===== config.mk =====
export PLATFORM = sky130hd
export DESIGN_NAME = timer_ctrl_flat
export DESIGN_NICKNAME = d
export VERILOG_FILES = /design/src/rtl/timer_ctrl_if.sv /design/src/rtl/timer_ctrl.sv /design/src/flat_wrapper.sv
export SDC_FILE = /design/constraint.sdc
export NUM_CORES = 1
export LEC_CHECK = 0
export CAP_MARGIN = 20
export CORE_MARGIN = 4
export CORE_UTILIZATION = 50
export DETAILED_ROUTE_END_ITERATION = 7
export PLACE_DENSITY_LB_ADDON = 0.25
export SLEW_MARGIN = 20
export SYNTH_ARGS = -nofsm -noshare
export SYNTH_HDL_FRONTEND = slang
export SYNTH_SLANG_ARGS = --single-unit

===== constraint.sdc =====
create_clock -name clk -period 1.9 [get_ports clk]
set_input_delay 0.38 -clock clk [delete_from_list [all_inputs] [get_ports clk]]
set_output_delay 0.38 -clock clk [all_outputs]
set_load 0.01 [all_outputs]

===== src/rtl/timer_ctrl_if.sv =====
// timer_ctrl_if: button/wave inputs and display/alarm outputs of the
// countdown-timer sequencer, bundled for connection to timer_ctrl.
//   master modport: drives i_* (stimulus/front panel), reads o_*
//   slave  modport: timer_ctrl side, reads i_*, drives o_*
interface timer_ctrl_if;
  logic       i_clk_100hz;   // square wave from divider, sync to clk
  logic       i_btn_run;     // start/pause/resume/acknowledge pulse
  logic       i_btn_clear;   // abort and zero pulse
  logic       i_btn_min_up;  // minute +1 pulse (IDLE only)
  logic       i_btn_sec_up;  // second +1 pulse (IDLE only)
  logic [5:0] o_min;         // minutes 0..59
  logic [5:0] o_sec;         // seconds 0..59
  logic [6:0] o_csec;        // sub-second count
  logic [1:0] o_state;       // IDLE=0 RUN=1 PAUSE=2 ALARM=3
  logic       o_alarm;       // high while in ALARM
  logic       o_done_pulse;  // one cycle on RUN->ALARM

  modport master (
    output i_clk_100hz, i_btn_run, i_btn_clear, i_btn_min_up, i_btn_sec_up,
    input  o_min, o_sec, o_csec, o_state, o_alarm, o_done_pulse
  );

  modport slave (
    input  i_clk_100hz, i_btn_run, i_btn_clear, i_btn_min_up, i_btn_sec_up,
    output o_min, o_sec, o_csec, o_state, o_alarm, o_done_pulse
  );
endinterface


===== src/rtl/timer_ctrl.sv =====
// timer_ctrl: min:sec countdown-timer sequencer.
//   Turns the 100 Hz divider wave into a one-clk tick enable (the wave is
//   treated as data, never as a clock) and runs an IDLE/RUN/PAUSE/ALARM
//   state machine that counts min:sec.csec down to zero, then holds the
//   alarm for ALARM_SEC seconds.
// Ports:
//   clk   system clock
//   rst   asynchronous, active-high reset
//   bus   timer_ctrl_if.slave: i_clk_100hz, i_btn_run, i_btn_clear,
//         i_btn_min_up, i_btn_sec_up in; o_min, o_sec, o_csec, o_state,
//         o_alarm, o_done_pulse out (all outputs registered)
// Parameters:
//   TICKS_PER_SEC  ticks per second (2..127)
//   ALARM_SEC      alarm duration in seconds (>= 1)
// Build option:
//   TIMER_CTRL_AUTO_RELOAD_EN  keep a preset of min:sec captured on every
//   start; returning to IDLE (clear, alarm timeout, acknowledge) reloads it.
//   Clear while in IDLE zeroes time and preset. Undefined: returns to IDLE
//   always zero the time.
module timer_ctrl #(
  parameter int TICKS_PER_SEC = 100,
  parameter int ALARM_SEC     = 5
) (
  input logic          clk,
  input logic          rst,
  timer_ctrl_if.slave  bus
);

  typedef enum logic [1:0] {
    S_IDLE  = 2'd0,
    S_RUN   = 2'd1,
    S_PAUSE = 2'd2,
    S_ALARM = 2'd3
  } state_t;

  localparam int              ALM_TICKS = ALARM_SEC * TICKS_PER_SEC;
  localparam int              AW        = $clog2(ALM_TICKS + 1);
  localparam logic [AW-1:0]   ALM_LAST  = AW'(ALM_TICKS - 1);
  localparam logic [6:0]      CSEC_TOP  = 7'(TICKS_PER_SEC - 1);

  state_t        r_state;
  logic          r_prev;
  logic [5:0]    r_min, r_sec;
  logic [6:0]    r_csec;
  logic          r_alarm, r_done;
  logic [AW-1:0] r_alm_cnt;

  logic          w_tick, w_run, w_clr, w_mu, w_su;
  logic          w_set_nz, w_last;
  logic [5:0]    w_rl_min, w_rl_sec;

  assign w_run = bus.i_btn_run;
  assign w_clr = bus.i_btn_clear;
  assign w_mu  = bus.i_btn_min_up;
  assign w_su  = bus.i_btn_sec_up;

  // Rising-edge detect on the divider wave: one clk per edge. prev resets
  // low so a wave already high at reset release yields the first tick.
  assign w_tick = bus.i_clk_100hz & ~r_prev;

  always_ff @(posedge clk or posedge rst) begin
    if (rst) r_prev <= 1'b0;
    else     r_prev <= bus.i_clk_100hz;
  end

  assign w_set_nz = (r_min != 6'd0) || (r_sec != 6'd0);
  // This tick takes the count to 0:00.00; the borrow path never sees zero.
  assign w_last   = (r_csec == 7'd1) && !w_set_nz;

`ifdef TIMER_CTRL_AUTO_RELOAD_EN
  logic [5:0] r_pre_min, r_pre_sec;

  always_ff @(posedge clk or posedge rst) begin
    if (rst) begin
      r_pre_min <= 6'd0;
      r_pre_sec <= 6'd0;
    end else if (r_state == S_IDLE) begin
      if (w_clr) begin
        r_pre_min <= 6'd0;
        r_pre_sec <= 6'd0;
      end else if (w_run && w_set_nz) begin
        r_pre_min <= r_min;
        r_pre_sec <= r_sec;
      end
    end
  end

  assign w_rl_min = r_pre_min;
  assign w_rl_sec = r_pre_sec;
`else
  assign w_rl_min = 6'd0;
  assign w_rl_sec = 6'd0;
`endif

  // Single registered FSM. Priority clear > run > set buttons / tick; an
  // accepted run or clear swallows a coincident tick.
  always_ff @(posedge clk or posedge rst) begin
    if (rst) begin
      r_state   <= S_IDLE;
      r_min     <= 6'd0;
      r_sec     <= 6'd0;
      r_csec    <= 7'd0;
      r_alarm   <= 1'b0;
      r_done    <= 1'b0;
      r_alm_cnt <= '0;
    end else begin
      r_done <= 1'b0;
      case (r_state)
        S_IDLE: begin
          if (w_clr) begin
            r_min  <= 6'd0;
            r_sec  <= 6'd0;
            r_csec <= 7'd0;
          end else if (w_run) begin
            // A start at 0:00 is ignored; set buttons lose to run.
            if (w_set_nz) begin
              r_state <= S_RUN;
              r_csec  <= 7'd0;
            end
          end else begin
            if (w_mu) r_min <= (r_min == 6'd59) ? 6'd0 : r_min + 6'd1;
            if (w_su) r_sec <= (r_sec == 6'd59) ? 6'd0 : r_sec + 6'd1;
          end
        end

        S_RUN: begin
          if (w_clr) begin
            r_state <= S_IDLE;
            r_min   <= w_rl_min;
            r_sec   <= w_rl_sec;
            r_csec  <= 7'd0;
          end else if (w_run) begin
            r_state <= S_PAUSE;
          end else if (w_tick) begin
            if (r_csec != 7'd0) begin
              r_csec <= r_csec - 7'd1;
              if (w_last) begin
                r_state   <= S_ALARM;
                r_alarm   <= 1'b1;
                r_done    <= 1'b1;
                r_alm_cnt <= '0;
              end
            end else begin
              r_csec <= CSEC_TOP;
              if (r_sec == 6'd0) begin
                r_sec <= 6'd59;
                r_min <= r_min - 6'd1;
              end else begin
                r_sec <= r_sec - 6'd1;
              end
            end
          end
        end

        S_PAUSE: begin
          if (w_clr) begin
            r_state <= S_IDLE;
            r_min   <= w_rl_min;
            r_sec   <= w_rl_sec;
            r_csec  <= 7'd0;
          end else if (w_run) begin
            r_state <= S_RUN;
          end
        end

        S_ALARM: begin
          // Time already reads 0:00.00 on entry; leave via ack or timeout.
          if (w_clr || w_run || (w_tick && r_alm_cnt == ALM_LAST)) begin
            r_state <= S_IDLE;
            r_alarm <= 1'b0;
            r_min   <= w_rl_min;
            r_sec   <= w_rl_sec;
            r_csec  <= 7'd0;
          end else if (w_tick) begin
            r_alm_cnt <= r_alm_cnt + 1'b1;
          end
        end

        default: r_state <= S_IDLE;
      endcase
    end
  end

  assign bus.o_min        = r_min;
  assign bus.o_sec        = r_sec;
  assign bus.o_csec       = r_csec;
  assign bus.o_state      = r_state;
  assign bus.o_alarm      = r_alarm;
  assign bus.o_done_pulse = r_done;

endmodule


===== src/flat_wrapper.sv =====
// flat-port wrapper written by rule: the top's interface ports become plain ports
module timer_ctrl_flat 
#(
  parameter int TICKS_PER_SEC = 100,
  parameter int ALARM_SEC     = 5
)
  (clk, rst, bus_i_clk_100hz, bus_i_btn_run, bus_i_btn_clear, bus_i_btn_min_up, bus_i_btn_sec_up, bus_o_min, bus_o_sec, bus_o_csec, bus_o_state, bus_o_alarm, bus_o_done_pulse);
  timer_ctrl_if bus_i ();
  input logic clk;
  input logic rst;
  input wire logic [$bits(bus_i.i_clk_100hz)-1:0] bus_i_clk_100hz;
  input wire logic [$bits(bus_i.i_btn_run)-1:0] bus_i_btn_run;
  input wire logic [$bits(bus_i.i_btn_clear)-1:0] bus_i_btn_clear;
  input wire logic [$bits(bus_i.i_btn_min_up)-1:0] bus_i_btn_min_up;
  input wire logic [$bits(bus_i.i_btn_sec_up)-1:0] bus_i_btn_sec_up;
  output wire logic [$bits(bus_i.o_min)-1:0] bus_o_min;
  output wire logic [$bits(bus_i.o_sec)-1:0] bus_o_sec;
  output wire logic [$bits(bus_i.o_csec)-1:0] bus_o_csec;
  output wire logic [$bits(bus_i.o_state)-1:0] bus_o_state;
  output wire logic [$bits(bus_i.o_alarm)-1:0] bus_o_alarm;
  output wire logic [$bits(bus_i.o_done_pulse)-1:0] bus_o_done_pulse;
  assign bus_i.i_clk_100hz = bus_i_clk_100hz;
  assign bus_i.i_btn_run = bus_i_btn_run;
  assign bus_i.i_btn_clear = bus_i_btn_clear;
  assign bus_i.i_btn_min_up = bus_i_btn_min_up;
  assign bus_i.i_btn_sec_up = bus_i_btn_sec_up;
  assign bus_o_min = bus_i.o_min;
  assign bus_o_sec = bus_i.o_sec;
  assign bus_o_csec = bus_i.o_csec;
  assign bus_o_state = bus_i.o_state;
  assign bus_o_alarm = bus_i.o_alarm;
  assign bus_o_done_pulse = bus_i.o_done_pulse;
  timer_ctrl #(.TICKS_PER_SEC(TICKS_PER_SEC), .ALARM_SEC(ALARM_SEC)) u_core (.clk(clk), .rst(rst), .bus(bus_i));
endmodule

==> results by group <==
Status
  • Status: finished, violations left
  • Failing checks: negative setup slack

Power
  • Reg power frac: 21.6%
  • Clock power frac: 14.9%
  • Worst vdd ir: 0.8351 mV
  • Power per cell area: 1470 nW/um^2
  • Total internal power: 0.002823 W
  • P_sw: 0.001976 W
  • Leak Pwr: 1.442 nW
  • Combinational power share: 63.5%
  • Switching share of power: 41.18%

Detailed routing
  • Routed vias: 2492
  • Routed vias/inst: 6.277
  • Drt first pass iters: 5
  • Drt wl/cell: 17.43 um
  • Initial DRC Count: 256
  • DRC viols: 0
  • Drt total wl: 6919 um
  • Post-route ant nets: 0

Setup path
  • Crit path launch: u_core.bus.o_sec[3]$_DFFE_PP0P_
  • Reg2reg end: u_core.r_alm_cnt[1]$_DFFE_PP0P_
  • Crit path to: u_core.r_alm_cnt[1]$_DFFE_PP0P_
  • Crit-path max FO: 10
  • RR Startpoint: u_core.bus.o_sec[3]$_DFFE_PP0P_
  • Critical Path AT: 2.16 ns
  • Worst R2R Setup Slack: -0.11 ns
  • WS Path Type: register to register
  • Req. time, crit path: 2.06 ns
  • CP endpoint kind: register
  • Worst Setup Start Kind: register
  • R2R depth: 6

Synthesis
  • Synth Flop Type: dfrtp_1
  • Flops & latches, synth: 33
  • Number of warnings issued by yosys: 0
  • Synthesized Nets: 273
  • Synth Instances: 257
  • Avg Cell Area, Syn: 8.627 um^2
  • Sequential-to-total area share from yosys stat: 37.25%
  • Top cell type's share of synthesized area: 37.25%
  • Post-synthesis cell type count: 57
  • Yosys top cell by area: dfrtp_1
  • Number of synthesized flops with an enable pin: 0
  • Synthesized area: 2217 um^2
  • Top post-synthesis cells by area: dfrtp_1 37%, ha_1 5.1%, o21ai_0 4.3%, nand3_1 3.6%, nand2_1 3.2%
  • Ys async rst share: 100.0%

Clock tree
  • Clock Latency Late Sink: 0.30 ns
  • Cts bufs inserted: 5
  • H-tree depth: 2
  • CTS tree: yes
  • Sink Count: 33
  • Clk slew on worst S/H paths: 0.08 ns
  • Maximum clock insertion buffer count: 2
  • Clock root cell: clkbuf_8

STA
  • Slew @ Worst Pin: 0.4920 ns
  • Post-layout min period: 2.005 ns
  • Fin crit share: 105.6%
  • Setup violation total in the final timing report: 14
  • RSZ-0062 raised after global routing: yes
  • Worst relative slew slack: 66.90%
  • Setup total negative slack: -0.6689 ns
  • Max Slew Vio Count: 0
  • Maximum operating frequency: 498.6 MHz
  • Worst hold slack: 0.4857 ns
  • Final hold vios: 0
  • Final WS setup: -0.1055 ns
  • Setup Skew: 0.01319 ns

Placement
  • IO Port Bufs: 29
  • Placed Area: 2938 um^2
  • HPWL after detailed placement: 4520 um
  • GPL Wtd Cong: 0.9420

Flow run
  • Max cap viols: 0

Layout
  • Final Net Count: 362
  • Final Cell Area: 3266 um^2
  • Layout Area Growth over Synthesis: 47.29%
  • Share of layout cells above drive strength 1: 30.84%
  • Antenna cell count: 0

GRT
  • Total track usage: 25.28%
  • Vias in the first global route: 2296
  • First-pass GRT wire length: 10790 um
  • Initial antenna violation count: 0
  • Congestion Overflow GR: 0
  • Pin count of the biggest net entering global routing: 34

Floorplanning
  • Die width: 74.59 um
  • I/O pins: 30
  • Starting Density: 53.50%
  • Core Box Area: 4144 um^2
  • Die H: 74.59 um
  • Die ar.: 5564 um^2
  • Num rows: 23

Hold path
  • Hold Path Class: input pin to asynchronous set/reset pin
[cells in the final DEF, fill, tap and decap left out, types with 2 or more instances in the layout]
cell and instances:
nor4_1 5, inv_1 16, clkbuf_8 6, or3_1 4, nor3b_1 2, xnor2_1 3
and4_1 2, nand4_1 5, nor3_1 7, a32oi_1 2, a21o_1 2, inv_2 2
nand3_1 16, buf_6 3, and3_1 2, or3_4 3, a31oi_1 8, buf_4 64
clkdlybuf4s50_1 28, a22o_1 4, nand2b_1 3, nor2_1 11, o21ai_0 14, a311o_1 3
o21ai_1 8, ha_1 7, o211ai_1 4, buf_2 2, dfrtp_2 5, o31ai_1 7
o22ai_1 2, a21oi_1 9, dfrtp_1 28, a31oi_2 2, o31ai_2 2, nand2_1 19
[kinds of logic (layout without fill, tap and decap cells)]
group / count (synthesis) / count (layout) / share of synthesized area, %
AND/OR/NAND/NOR: 92 / 92 / 22.63
AO/OA/AOI/OAI: 84 / 84 / 26.07
buffers and inverters: 34 / 124 / 6.941
flip-flops: 33 / 33 / 37.25
adder cells (fa/ha/maj): 9 / 9 / 5.079
XOR/XNOR: 4 / 4 / 1.580
multiplexers: 1 / 1 / 0.4515
[synthesized netlist by cell type (4+ instances only)]
cell      number
a21oi_1        9
a22o_1         4
a31oi_1       10
buf_2          6
clkbuf_1       7
dfrtp_1       33
ha_1           9
inv_1         18
nand2_1       19
nand2b_1       4
nand3_1       16
nand4_1        5
nor2_1        11
nor3_1         8
nor4_1         5
o211ai_1       4
o21ai_0       19
o31ai_1        9
or3_1          6
[power by group through the flow]
stage | clock (W) | sequential (W) | combinational, W
after floorplan | 0 | 0.00118 | 0.00138
after detailed placement | 0 | 0.00103 | 0.00268
after global routing | 0.000761 | 0.00106 | 0.00328
final | 0.000714 | 0.00104 | 0.00305
after CTS | 0.000714 | 0.00103 | 0.00276
after global placement | 0 | 0.00102 | 0.00264
[critical path, stage by stage, from the launching register on]
cell     delay (ns)
dfrtp_2        0.40
or3_4          0.40
nor4_1         0.49
nand4_1        0.15
buf_4          0.21
nand3_1        0.08
o21ai_0        0.13
[flip-flops by register name, summed over array words and instances (netlist names)]
register	count
u_core.bus.o_csec	7
u_core.bus.o_done_pulse	1
u_core.r_prev	1
u_core.bus.o_min	6
u_core.bus.o_sec	6
u_core.r_alm_cnt	9
u_core.bus.o_state	2
u_core.bus.o_alarm	1
[layer usage]
layer	up-vias	share of wire, %	GRT usage [%]
met1	1194	45	32.74
met3	23	5.8	5.676
met5	-	0	0
met2	128	46	41.17
li1	1147	-	-
met4	0	2.7	9.684
[area by class of cell]
| class | instances | area (um^2) |
|---|---|---|
| inverter | 18 | 67.56 |
| clock buffer | 6 | 82.58 |
| clock inverter | 2 | 37.54 |
| tap | 50 | 62.56 |
| fill | 277 | 878.3 |
| multi-input combinational | 190 | 1370 |
| sequential | 33 | 832.0 |
| timing repair buffer | 98 | 813.3 |
[stage by stage]
stage	power [W]	utilization, %	setup WS, ns	std cells
global route	0.005096	78.80	-0.1086	397
finish	0.004800	78.80	-0.1055	397
detailed placement	0.003713	70.89	-0.3640	379
global placement	0.003662	70.89	-0.2805	379
CTS	0.004502	74.97	-0.01141	388
floorplan	0.002566	-	-0.04219	257
[repair_timing]
item,4_1_cts,5_1_grt
endpoints found under the setup margin,17,27
pin swaps,5,7
hold buffers,0,0
gates cloned,1,1
setup buffers,0,8
resized for setup,12,23
[how the worst min path moves through the flow]
stage                                          startpoint                                to  slack, ns  cells after the start
final                                                 rst  u_core.bus.o_csec[1]$_DFFE_PP0P_       0.49                      3
after global routing      u_core.r_alm_cnt[8]$_DFFE_PP0P_   u_core.r_alm_cnt[8]$_DFFE_PP0P_       0.53                      1
after CTS                                             rst   u_core.r_alm_cnt[1]$_DFFE_PP0P_       0.50                      3
after detailed placement  u_core.r_alm_cnt[7]$_DFFE_PP0P_   u_core.r_alm_cnt[7]$_DFFE_PP0P_       0.49                      1
after global placement    u_core.r_alm_cnt[7]$_DFFE_PP0P_   u_core.r_alm_cnt[7]$_DFFE_PP0P_       0.47                      1
after floorplan                           bus_i_clk_100hz           u_core.r_prev$_DFF_PP0_       0.41                      0
Power figures use the tool's default switching activity.
